===== config.mk =====
export PLATFORM = sky130hd
export DESIGN_NAME = mem_test_sequencer
export DESIGN_NICKNAME = d
export VERILOG_FILES = /design/src/rtl/rtl_settings_pkg.sv /design/src/rtl/mem_test_sequencer.sv
export SDC_FILE = /design/constraint.sdc
export NUM_CORES = 1
export LEC_CHECK = 0
export BUFFER_PORTS_ARGS = -buffer_cell sky130_fd_sc_hd__buf_2
export CAP_MARGIN = 10
export CORE_MARGIN = 2
export CORE_UTILIZATION = 47
export CTS_CLUSTER_DIAMETER = 30
export CTS_CLUSTER_SIZE = 30
export DETAILED_ROUTE_END_ITERATION = 8
export PLACE_DENSITY = 0.77
export SLEW_MARGIN = 5
export SYNTH_ARGS = -nofsm -noshare
export SYNTH_HDL_FRONTEND = slang
export SYNTH_SLANG_ARGS = --single-unit

===== constraint.sdc =====
create_clock -name clk_i -period 3.2 [get_ports clk_i]
set_clock_uncertainty 0.15 [all_clocks]
set_input_delay 0.16 -clock clk_i [delete_from_list [all_inputs] [get_ports clk_i]]
set_output_delay 0.16 -clock clk_i [all_outputs]
set_load 0.005 [all_outputs]

===== src/rtl/rtl_settings_pkg.sv =====
// rtl/rtl_settings_pkg.sv - shared types for the memory test sequencer
// MEM_CHK_GAP_EN adds the GAP sequencer state.
package rtl_settings_pkg;

  localparam int TRANS_CNT_W = 32;

  typedef enum logic [1:0] {
    WR_ONLY = 2'd0,
    RD_ONLY = 2'd1,
    WR_RD   = 2'd2
  } test_mode_t;

  localparam logic [1:0] MODE_RSVD = 2'd3;

`ifdef MEM_CHK_GAP_EN
  typedef enum logic [2:0] {
    S_IDLE  = 3'd0,
    S_LOAD  = 3'd1,
    S_ISSUE = 3'd2,
    S_DONE  = 3'd3,
    S_GAP   = 3'd4
  } seq_state_t;
`else
  typedef enum logic [2:0] {
    S_IDLE  = 3'd0,
    S_LOAD  = 3'd1,
    S_ISSUE = 3'd2,
    S_DONE  = 3'd3
  } seq_state_t;
`endif

endpackage


===== src/rtl/mem_test_sequencer.sv =====
// rtl/mem_test_sequencer.sv - issues one command per generated address for a memory test run
// MEM_CHK_GAP_EN adds gap_i and idle cycles between commands.
module mem_test_sequencer
  import rtl_settings_pkg::*;
#(
  parameter int ADDR_W = 27
) (
  input  logic                   clk_i,
  input  logic                   rst_i,
  input  logic                   test_start_i,
  input  logic [1:0]             test_mode_i,
  input  logic [TRANS_CNT_W-1:0] trans_cnt_i,
  input  logic                   stop_i,
`ifdef MEM_CHK_GAP_EN
  input  logic [7:0]             gap_i,
`endif
  output logic                   addr_start_o,
  output logic                   next_addr_en_o,
  input  logic [ADDR_W-1:0]      next_addr_i,
  output logic                   cmd_valid_o,
  input  logic                   cmd_ready_i,
  output logic                   cmd_write_o,
  output logic [ADDR_W-1:0]      cmd_addr_o,
  output logic                   busy_o,
  output logic                   done_o,
  output logic [TRANS_CNT_W-1:0] trans_done_o
);

  seq_state_t             r_state;
  seq_state_t             w_next_state;
  logic [1:0]             r_mode;
  logic [TRANS_CNT_W-1:0] r_cnt;
  logic [TRANS_CNT_W-1:0] r_done_cnt;
  logic                   r_stop;
  logic                   r_phase;
`ifdef MEM_CHK_GAP_EN
  logic [7:0]             r_gap;
  logic [7:0]             r_gap_cnt;
`endif

  logic w_hs;
  logic w_wr_beat;
  logic w_complete;
  logic w_last;
  logic w_start;

  assign w_start    = (r_state == S_IDLE) & test_start_i;
  assign w_hs       = (r_state == S_ISSUE) & cmd_ready_i;
  // r_phase=1 marks the write beat of a WR_RD address
  assign w_wr_beat  = (r_mode == WR_RD) & r_phase;
  assign w_complete = w_hs & ~w_wr_beat;
  assign w_last     = w_complete & (((r_done_cnt + 32'd1) == r_cnt) | r_stop);

  assign cmd_addr_o   = next_addr_i;
  assign busy_o       = (r_state != S_IDLE);
  assign trans_done_o = r_done_cnt;

  always_ff @(posedge clk_i or posedge rst_i) begin
    if (rst_i) begin
      r_state    <= S_IDLE;
      r_mode     <= 2'd0;
      r_cnt      <= '0;
      r_done_cnt <= '0;
      r_stop     <= 1'b0;
      r_phase    <= 1'b1;
`ifdef MEM_CHK_GAP_EN
      r_gap      <= 8'd0;
      r_gap_cnt  <= 8'd0;
`endif
    end else begin
      r_state <= w_next_state;
      if (w_start) begin
        r_mode     <= test_mode_i;
        r_cnt      <= trans_cnt_i;
        r_done_cnt <= '0;
        r_stop     <= 1'b0;
        r_phase    <= 1'b1;
`ifdef MEM_CHK_GAP_EN
        r_gap      <= gap_i;
`endif
      end else begin
        if ((r_state != S_IDLE) && stop_i) r_stop <= 1'b1;
        if (w_hs) begin
          if (w_wr_beat) begin
            r_phase <= 1'b0;
          end else begin
            r_phase    <= 1'b1;
            r_done_cnt <= r_done_cnt + 32'd1;
          end
        end
`ifdef MEM_CHK_GAP_EN
        if (w_hs) r_gap_cnt <= r_gap;
        else if (r_state == S_GAP) r_gap_cnt <= r_gap_cnt - 8'd1;
`endif
      end
    end
  end

  always_comb begin
    w_next_state   = r_state;
    addr_start_o   = 1'b0;
    cmd_valid_o    = 1'b0;
    cmd_write_o    = 1'b0;
    next_addr_en_o = 1'b0;
    done_o         = 1'b0;
    case (r_state)
      S_IDLE: begin
        if (test_start_i) begin
          if ((trans_cnt_i == '0) || (test_mode_i == MODE_RSVD)) w_next_state = S_DONE;
          else w_next_state = S_LOAD;
        end
      end
      S_LOAD: begin
        addr_start_o = 1'b1;
        w_next_state = S_ISSUE;
      end
      S_ISSUE: begin
        cmd_valid_o    = 1'b1;
        cmd_write_o    = (r_mode == WR_RD) ? r_phase : (r_mode == WR_ONLY);
        next_addr_en_o = w_complete;
        if (w_last) w_next_state = S_DONE;
`ifdef MEM_CHK_GAP_EN
        else if (w_hs && (r_gap != 8'd0)) w_next_state = S_GAP;
`endif
      end
`ifdef MEM_CHK_GAP_EN
      S_GAP: begin
        if (r_gap_cnt <= 8'd1) w_next_state = S_ISSUE;
      end
`endif
      S_DONE: begin
        done_o       = 1'b1;
        w_next_state = S_IDLE;
      end
      default: w_next_state = S_IDLE;
    endcase
  end

endmodule


==> Flow_metrics.wiki <==
{| class="wikitable"
! Metric !! Value
|-
| TNS Setup || 0 ns
|-
| Number of global-route vias before repair || 4085
|-
| Class of the most critical hold timing path || in2out
|-
| Total clock buffers created by CTS || 9
|-
| Worst Hold Margin || 0.1700 ns
|-
| Core region area || 0.009153 sq mm
|-
| Share of final-layout standard cells stronger than drive strength 1 || 22.45%
|-
| Number of synthesized flops with an enable pin || 0
|-
| Clk buf depth || 2
|-
| Total of buffers placed on input and output ports || 76
|-
| Kind of critical path || reg2reg
|-
| Drt initial violations || 364
|-
| Max-cap violations || 0
|-
| Area occupied by multi-input gates || 0.002320 sq mm
|-
| Global-route total usage across every layer || 25.12%
|-
| FF-to-FF Start || trans_done_o[0]
|-
| Cell row count || 35
|-
| Count of unique library cells instantiated by Yosys || 59
|-
| Final period demand of the worst path || 3.100 ns
|-
| Cell depth of the worst flop-to-flop path || 8
|-
| Final total power || 3388 uW
|-
| Storage element area || 0.001754 sq mm
|-
| Sequential group share of total power || 39.5%
|-
| Worst Path Max Fanout || 6
|-
| Startpoint type of the worst setup path || register
|-
| Power Dens Cells || 616.2 mW/mm^2
|-
| Area growth syn-to-layout || 24.86%
|-
| Number of antenna cells inserted || 0
|-
| Average cell area after synthesis || 8.387 sq um
|-
| Run status || complete, no violations
|-
| Final setup violation count || 0
|-
| Internal power of the cells || 2135 uW
|-
| Count of vias placed by the detailed router || 4226
|-
| Peak supply drop || 435.8 uV
|-
| Final HPWL DP || 8611 um
|-
| Final count of pins violating max slew || 0
|-
| Endpoint class of the critical path || register
|-
| FILL cells || 770
|-
| Dominant synthesized flop cell || dfrtp_1
|-
| Average via count per standard cell || 5.650
|-
| Clock tree root driver cell || clkbuf_8
|-
| Drt wl/cell || 16.18 um
|-
| Maximum clock frequency || 322.6 MHz
|-
| Number of antenna violations at the first check in global routing || 0
|-
| Setup Buffers After CTS || 0
|-
| Drt drc || 0
|-
| Reg-to-Reg End || r_state[1]
|-
| Worst-Skew Late Latency || 0.35 ns
|-
| Total Nets Final || 705
|-
| Flip-flop and latch count after synthesis || 70
|-
| Synthesized netlist net count || 597
|-
| Die width || 100.8 um
|-
| Die Area || 0.01016 sq mm
|-
| Count of clock tree sinks || 70
|-
| Total iterations of the first detailed-routing run || 5
|-
| Max_slew headroom || 42.39%
|-
| Synthesis Warnings || 0
|-
| Drt total wl || 12100 um
|-
| CTS clock-pin slew for the worst setup and hold paths || 0.08 ns
|-
| Required time of the worst setup path || 3.29 ns
|-
| H-tree depth reported by CTS || 3
|-
| Number of placed I/O pins || 131
|-
| Vertical extent of the die || 100.8 um
|-
| Cell count of the worst hold path || 0
|-
| Leakage component of the power || 0.002642 uW
|-
| GPL Wtd Cong || 0.9223
|-
| Worst Tran Pin Value || 0.8642 ns
|-
| Final-report hold violation count || 0
|-
| Unrepaired setup endpoints after global routing || no
|-
| Hold Path Origin || next_addr_i[12]
|-
| Fraction of the cycle the final worst path needs || 96.87%
|-
| Worst hold path endpoint || cmd_addr_o[12]
|-
| Instance count of the mapped netlist || 525
|-
| CTS tree || built
|-
| Switching power share of the total || 36.97%
|-
| Async SR Flop Fraction || 100.0%
|-
| Register area share after synthesis || 39.81%
|-
| Initial standard-cell utilization of the core || 48.11%
|-
| Total congestion overflow after global routing || 0
|-
| Global-route wire length before repair || 19950 um
|-
| Proportion of power drawn by the clock network || 23.0%
|-
| R2R setup slack || 0.10 ns
|-
| Remaining number of nets flagged by the antenna check after routing || 0
|-
| Pin count of the biggest net entering global routing || 71
|-
| Data arrival time at the worst-slack endpoint || 3.19 ns
|-
| Sw Pwr || 1252 uW
|-
| Post-synthesis instance area || 0.004403 sq mm
|-
| Combinational fraction of design power || 37.6%
|}
## layout by cell type (no fill, tap or decap), types with 2 or more instances in the layout
cell | Yosys | routed
a21oi_1 | 11 | 11
o21ai_0 | 10 | 10
ha_1 | 6 | 6
or4_1 | 3 | 3
nor3_1 | 13 | 12
nor4_1 | 14 | 14
or4_4 | 2 | 2
dlygate4sd3_1 | 0 | 38
nor2b_1 | 4 | 4
clkinv_2 | 0 | 2
or3_1 | 8 | 8
and4_1 | 4 | 4
buf_2 | 1 | 76
dfrtp_1 | 69 | 68
nand4_2 | 2 | 2
o31ai_1 | 2 | 2
nand4_1 | 18 | 18
nand3_1 | 12 | 12
clkbuf_8 | 0 | 9
o22ai_1 | 2 | 2
nand2_1 | 127 | 127
nor2_1 | 45 | 45
a211o_1 | 2 | 2
bufinv_16 | 0 | 2
and2_1 | 3 | 2
inv_1 | 10 | 9
xnor2_1 | 39 | 39
a31oi_1 | 3 | 3
o211ai_1 | 2 | 2
buf_4 | 27 | 34
clkinv_4 | 0 | 2
and3_1 | 7 | 7
xor2_1 | 26 | 26
## area by class of cell
cell class                      instances  share of cell area (%)
Tap cell                              111                   2.526
Timing Repair Buffer                  149                   18.84
Inverter                               10                  0.6827
Multi-Input combinational cell        393                   42.19
Clock buffer                            9                   2.253
Clock inverter                          6                   1.593
Sequential cell                        70                   31.91
## synth_stat cells (8+ instances only)
library cell  number  area share (%)
xnor2_1           39             7.8
clkbuf_1          20             1.7
nor2_1            45             3.8
dfrtp_1           69              39
xor2_1            26             5.2
or3_1              8             1.1
nor3_1            13             1.5
nand2_1          127              11
buf_4             27             4.6
a21oi_1           11             1.3
nor4_1            14             2.0
o21ai_0           10             1.1
nand4_1           18             2.6
nand3_1           12             1.4
inv_1             10            0.85
## worst max-delay path by stage
| stage | to | startpoint | slack [ns] | cells after the start |
|---|---|---|---|---|
| floorplan | r_state[1] | trans_done_o[0] | 0.03 | 9 |
| global placement | r_state[1] | trans_done_o[0] | 0.13 | 8 |
| detailed placement | r_state[1] | trans_done_o[0] | 0.08 | 8 |
| CTS | r_state[1] | trans_done_o[0] | 0.06 | 8 |
| global route | r_state[1] | trans_done_o[0] | 0.005 | 8 |
| finish | r_state[1] | trans_done_o[0] | 0.10 | 8 |
## power by group through the flow
stage	registers (uW)	logic [uW]	clock network (uW)
after floorplan	1290	908	0
after global placement	1340	1160	0
after detailed placement	1340	1200	0
after CTS	1330	1250	784
after global routing	1360	1430	815
final	1340	1270	777
## per-stage QoR
step                      instances  area (sq um)  utilization, %  worst slack, ns
final                           748          5498           60.07           0.1003
after global routing            748          5498           60.07         0.004548
after CTS                       748          5487           59.95          0.06088
after detailed placement        695          4895           53.48          0.07940
after global placement          695          4895           53.48           0.1322
after floorplan                 525          4405               -          0.03312
## timing repair
action                                 4_1_cts  5_1_grt
setup endpoints to repair                    0        1
resized for setup                            0        3
endpoints found under the hold margin      105        0
hold buffers                                38        0
## worst max-delay path: stages, from the launching register on
cell and delay, ns:
dfrtp_2 0.37, ha_1 0.21, nand3_1 0.21, or4_1 0.65
or3_1 0.42, a31oi_1 0.19, a21oi_1 0.12, o41ai_4 0.33
mux2_1 0.35
## cell families after synthesis
group / synth area share [%]
AO/OA/AOI/OAI: 8.241
XOR/XNOR: 12.93
adder cells (fa/ha/maj): 1.705
buffers and inverters: 7.786
flip-flops: 39.81
multiplexers: 0.4831
AND/OR/NAND/NOR: 29.04
## metal layers
| layer | wire length [um] | GRT usage (%) |
|---|---|---|
| met5 | 0 | 0 |
| met4 | 442 | 13.17 |
| met3 | 859 | 3.467 |
| met2 | 5716 | 39.95 |
| met1 | 5085 | 33.39 |
## flip-flops by register name (all words and copies together), names as in the netlist
register      count
r_cnt            32
trans_done_o     32
r_phase           1
r_mode            2
r_stop            1
r_state           2
Note: power is estimated with default switching activity, not from simulation.
